**src/rtl/sim_halt_pkg.sv**
```systemverilog
// sim_halt_pkg: shared status and state encodings for the halt monitor
package sim_halt_pkg;
  typedef enum logic [2:0] {
    RUNNING  = 3'd0,
    HALTED   = 3'd1,
    TIMEOUT  = 3'd2,
    DEADLOCK = 3'd3,
    ERROR    = 3'd4
  } status_e;
  typedef enum logic [1:0] {RUN, DRAIN, DONE} state_e;
endpackage

```
**src/rtl/sim_halt_monitor_commit_popcount.sv**
```systemverilog
// commit_popcount: retire count and lowest halting channel of a commit group
module commit_popcount #(
  parameter int NUM_CH = 1,
  localparam int HW = $clog2(NUM_CH) + 1
) (
  input  logic [NUM_CH-1:0] commit,
  input  logic [NUM_CH-1:0] halt,
  output logic [HW-1:0]     count,
  output logic [HW-1:0]     halt_idx,
  output logic              halt_hit
);
  always_comb begin
    count = '0;
    halt_idx = '0;
    for (int i = NUM_CH - 1; i >= 0; i--) begin
      count = count + HW'(commit[i]);
      halt_idx = (commit[i] && halt[i]) ? HW'(i) : halt_idx;
    end
  end
  assign halt_hit = |(commit & halt);
endmodule

```
**src/rtl/sim_halt_monitor.sv**
```systemverilog
// sim_halt_monitor: end-of-simulation monitor for halt, error, timeout and deadlock
module sim_halt_monitor
  import sim_halt_pkg::*;
#(
  parameter int NUM_CH          = 1,
  parameter int CNT_W           = 32,
  parameter int TIMEOUT_CYCLES  = 100000000,
  parameter int DEADLOCK_CYCLES = 0,
  parameter int DRAIN_CYCLES    = 5,
  parameter int ERR_W           = 16,
  localparam int HW = $clog2(NUM_CH) + 1
) (
  input  logic              clk,
  input  logic              rst,
  input  logic [NUM_CH-1:0] commit,
  input  logic [NUM_CH-1:0] halt,
  input  logic [ERR_W-1:0]  errcode,
  output logic              done,
  output logic [2:0]        status,
  output logic [HW-1:0]     halt_ch,
  output logic [ERR_W-1:0]  err_latched,
  output logic [CNT_W-1:0]  cycle_count,
  output logic [63:0]       commit_count
);
  state_e state, state_n;
  status_e st, st_n;
  logic [HW-1:0] n_commit, hit_idx;
  logic hit, dl_hit, to_hit;
  logic [CNT_W-1:0] stall;
  logic [31:0] drain;
  logic [64:0] sum;
  commit_popcount #(.NUM_CH(NUM_CH)) u_pop (
    .commit   (commit),
    .halt     (halt),
    .count    (n_commit),
    .halt_idx (hit_idx),
    .halt_hit (hit)
  );
  assign dl_hit = (DEADLOCK_CYCLES != 0) && (commit == '0) && (stall == CNT_W'(DEADLOCK_CYCLES - 1));
  assign to_hit = cycle_count == CNT_W'(TIMEOUT_CYCLES - 1);
  assign sum = {1'b0, commit_count} + 65'(n_commit);
  assign done = state == DONE;
  assign status = st;
  always_comb begin
    st_n = st;
    state_n = state;
    if (state == RUN) begin
      st_n = (errcode != '0) ? ERROR : hit ? HALTED : dl_hit ? DEADLOCK : to_hit ? TIMEOUT : RUNNING;
      state_n = (st_n == RUNNING) ? RUN : (st_n == ERROR && DRAIN_CYCLES != 0) ? DRAIN : DONE;
    end else if (state == DRAIN) begin
      state_n = (drain == 32'd1) ? DONE : DRAIN;
    end
  end
  always_ff @(posedge clk) begin
    if (rst) begin
      state <= RUN;
      st <= RUNNING;
      halt_ch <= '0;
      err_latched <= '0;
      cycle_count <= '0;
      commit_count <= '0;
      stall <= '0;
      drain <= '0;
    end else begin
      state <= state_n;
      st <= st_n;
      if (state != DONE) commit_count <= sum[64] ? '1 : sum[63:0];
      if (state == RUN) begin
        cycle_count <= cycle_count + CNT_W'(1);
        stall <= (commit != '0) ? '0 : stall + CNT_W'(1);
        if (st_n == ERROR) begin
          err_latched <= errcode;
          drain <= 32'(DRAIN_CYCLES);
        end
        if (st_n == HALTED) halt_ch <= hit_idx;
      end
      if (state == DRAIN) drain <= drain - 32'd1;
    end
  end
endmodule

```
**config.mk**
```make
export PLATFORM = sky130hd
export DESIGN_NAME = sim_halt_monitor
export DESIGN_NICKNAME = d
export VERILOG_FILES = /design/src/rtl/sim_halt_pkg.sv /design/src/rtl/sim_halt_monitor_commit_popcount.sv /design/src/rtl/sim_halt_monitor.sv
export SDC_FILE = /design/constraint.sdc
export NUM_CORES = 1
export LEC_CHECK = 0
export BUFFER_PORTS_ARGS = -buffer_cell sky130_fd_sc_hd__buf_4
export CAP_MARGIN = 10
export CORE_UTILIZATION = 60
export DETAILED_ROUTE_END_ITERATION = 16
export PLACE_DENSITY = 0.86
export SETUP_SLACK_MARGIN = 0.02
export SYNTH_ARGS = -nofsm -noshare
export SYNTH_HDL_FRONTEND = slang
export SYNTH_SLANG_ARGS = --single-unit
```
**constraint.sdc**
```tcl
create_clock -name clk -period 4.1 [get_ports clk]
set_input_delay 0.205 -clock clk [delete_from_list [all_inputs] [get_ports clk]]
set_output_delay 0.205 -clock clk [all_outputs]
set_load 0.05 [all_outputs]
```
==> flow_metrics.env <==
export IMPL_status="finished clean"
export IMPL_cp_arrival_ps=3370
export IMPL_grt_overflow=0
export IMPL_drc_errors=0
export IMPL_drive_gt1_frac=0.199
export IMPL_hold_depth=3
export IMPL_antenna_found_initial=0
export IMPL_fin_nets=956
export IMPL_crit_start="state[0]$_SDFFE_PP0P_"
export IMPL_vias=6394
export IMPL_async_flop_share=0
export IMPL_rrSetupSlack_ps=1070
export IMPL_crit_type="flip-flop to flip-flop"
export IMPL_slew_headroom=0.336
export IMPL_yosys_top_cells_area="dfxtp_1 43%, xor2_1 7.7%, a21oi_1 6.6%"
export IMPL_synthToLayoutAreaGrowth_pct=22.7
export IMPL_worstSkewPairLatency_ps=420
export IMPL_ys_seq_elements=149
export IMPL_synth_top_area_frac=0.430
export IMPL_die_w_um=110
export IMPL_cts_hold_buf=0
export IMPL_antennaDiodeCount=0
export IMPL_r2r_cells=8
export IMPL_crit_end="commit_count[27]$_SDFFE_PP0N_"
export IMPL_row_count=38
export IMPL_yosysMostFrequentCell="dfxtp_1"
export IMPL_fp_dieH_um=110
export IMPL_r2r_start="state[0]$_SDFFE_PP0P_"
export IMPL_setup_viol=0
export IMPL_dpl_cell_area_sq_mm=0.00796
export IMPL_rsz0062_at_grt="false"
export IMPL_post_cts_resized=0
export IMPL_syn_inst=813
export IMPL_yosys_top_cells_count="149 x dfxtp_1, 92 x a21oi_1, 84 x nand2_1, 84 x nor2_1, 61 x xor2_1"
export IMPL_drv_cap=0
export IMPL_drtIter0Drc=441
export IMPL_synth_edf_count=0
export IMPL_path_common_cell="buf_4"
export IMPL_post_layout_nonfiller_instances=1083
export IMPL_pre_cts_ws_ps=1180
export IMPL_stdcell_area_sq_mm=0.00851
export IMPL_cts_max_level=4
export IMPL_gp_congestion=0.872
export IMPL_yosys_area_top_type="dfxtp_1"
export IMPL_coreArea_sq_mm=0.0110
export IMPL_max_freq_ghz=0.331
export IMPL_vdd_drop_max_mv=0.345
export IMPL_cp_required_ps=4440
export IMPL_power_density_mw_per_mm2=440
export IMPL_end_kind="flip-flop"
export IMPL_grt_pass1_wl_um=27300
export IMPL_cts_setup_buffers=0
export IMPL_slowest_delay_ps=540
export IMPL_initial_core_util=0.629
export IMPL_start_kind="flip-flop"
export IMPL_setup_slack_ps=1070
export IMPL_dp_cells=1052
export IMPL_grt_usage=0.288
export IMPL_clk_pin_slew_ps=60
export IMPL_dp_final_hpwl_um=11700
export IMPL_synthDistinctLibCells=56
export IMPL_cts_tree="done"
export IMPL_yosys_warnings=0
export IMPL_vias_per_cell=5.90
export IMPL_avgRoutedWirePerCell_um=15.5
export IMPL_synth_nets=838
export IMPL_fillers=718
export IMPL_grt_max_degree=75
export IMPL_clk_root_buffer_cell="clkbuf_16"
export IMPL_synth_seq_area_share=0.430
export IMPL_cts_buffers=17
export IMPL_synth_area_per_cell_sq_um=8.53
export IMPL_path_max_fanout=32
export IMPL_regToRegEndpoint="commit_count[27]$_SDFFE_PP0N_"
export IMPL_dieArea_sq_mm=0.0120
export IMPL_layout_worst_path_cycle_share=0.738
export IMPL_ant_nets=0
export IMPL_cts_num_sinks=149
export IMPL_total_leakage_power_nw=3.38
export IMPL_numPortBuffers=135
export IMPL_slew_violations=0
export IMPL_setup_tns_final_ps=0
export IMPL_hold_viol=0
export IMPL_worstMarginPinSlew_ps=992
export IMPL_io_pins=137
export IMPL_routed_wl_um=16800
export IMPL_cpMaxStageDelayCell="nand2_1"
export IMPL_grt_pass1_vias=5906
export IMPL_hp_class="input port to flip-flop"
export IMPL_clockBufferDepth=2
export IMPL_ys_flop_type="dfxtp_1"
export IMPL_skew_ps=4.65
export IMPL_dr_pass1_iters=5
export IMPL_synth_cell_area_sq_mm=0.00693
export IMPL_worstPathCellList="nand2b_1, nand4_4, nor4_4, buf_4, and2_1, nand2_1, buf_4, a21oi_1"
export IMPL_fin_crit_ps=3030
registers in the layout (all words and copies together) (netlist names):
| name | cells |
|---|---|
| commit_count | 64 |
| cycle_count | 32 |
| drain | 32 |
| err_latched | 16 |
| state | 2 |
| status | 3 |
area by class of cell:
| class | instances | area, sq um | share of cell area |
|---|---|---|---|
| clock inverter | 4 | 45.0 | 0.00529 |
| clock buffer | 27 | 503 | 0.0591 |
| sequential | 149 | 2980 | 0.351 |
| timing repair buffer | 139 | 1040 | 0.123 |
| tap | 140 | 175 | 0.0206 |
| multi-input combinational | 613 | 3720 | 0.437 |
| inverter | 11 | 41.3 | 0.00485 |
where the power goes:
part | internal (mW) | switching [mW] | total (mW)
registers | 1.52 | 0.0667 | 1.58
clock network | 0.893 | 0.568 | 1.46
logic | 0.232 | 0.465 | 0.697
total | 2.64 | 1.10 | 3.74
critical path: cells and delay by family (launching register included):
kind	cells	cell delay (ps)
AND/OR/NAND/NOR	5	1580
flip-flops	1	470
buffers and inverters	2	690
AO/OA/AOI/OAI	1	190
placed cells by master, fill, tap and decap left out, types with 6 or more instances in the layout:
cell / count
dfxtp_1: 149
buf_4: 139
a21oi_1: 92
nand2_1: 84
nor2_1: 84
xor2_1: 61
nand3_1: 41
xnor2_1: 40
nand4_1: 37
and3_1: 24
nor3_1: 20
clkbuf_16: 17
nor4_1: 16
and4_1: 14
o21ai_0: 14
inv_1: 11
a31oi_1: 10
and2_1: 8
clkbuf_1: 6
cell families (layout without fill, tap and decap cells):
kind of cell / after synthesis / after routing / share of synthesized area
xor gates and xnor gates: 101 / 101 / 0.128
buffers and inverters: 51 / 181 / 0.0336
DFF: 149 / 149 / 0.430
AOI/OAI and AO/OA: 129 / 129 / 0.101
adders and majority gates: 5 / 5 / 0.00902
other: 1 / 1 / 0.000541
and+or+nand+nor: 376 / 376 / 0.297
muxes: 1 / 1 / 0.00162
through the flow:
step / hold WS, ps / util / total power [mW]
after floorplan: 341 / - / 2.14
after global placement: 444 / 0.722 / 2.27
after detailed placement: 452 / 0.722 / 2.30
after CTS: 24.0 / 0.771 / 3.75
after global routing: 39.7 / 0.771 / 3.89
final: 38.4 / 0.771 / 3.74
worst min-delay path by stage:
| stage | to | start |
|---|---|---|
| after detailed placement | err_latched[5]$_SDFFE_PP0P_ | err_latched[5]$_SDFFE_PP0P_ |
| after global routing | err_latched[9]$_SDFFE_PP0P_ | errcode[9] |
| after CTS | err_latched[9]$_SDFFE_PP0P_ | errcode[9] |
| after global placement | err_latched[11]$_SDFFE_PP0P_ | err_latched[11]$_SDFFE_PP0P_ |
| after floorplan | err_latched[0]$_SDFFE_PP0P_ | errcode[0] |
| final | err_latched[9]$_SDFFE_PP0P_ | errcode[9] |
routing by layer:
layer / GRT usage / routed length [um] / vias to the layer above
met1: 0.355 / 7260 / 3044
met2: 0.483 / 8210 / 221
met4: 0.123 / 276 / 0
met5: 0 / 0 / -
li1: - / - / 3101
met3: 0.0652 / 1060 / 28
(Power assumes the default switching activity.)
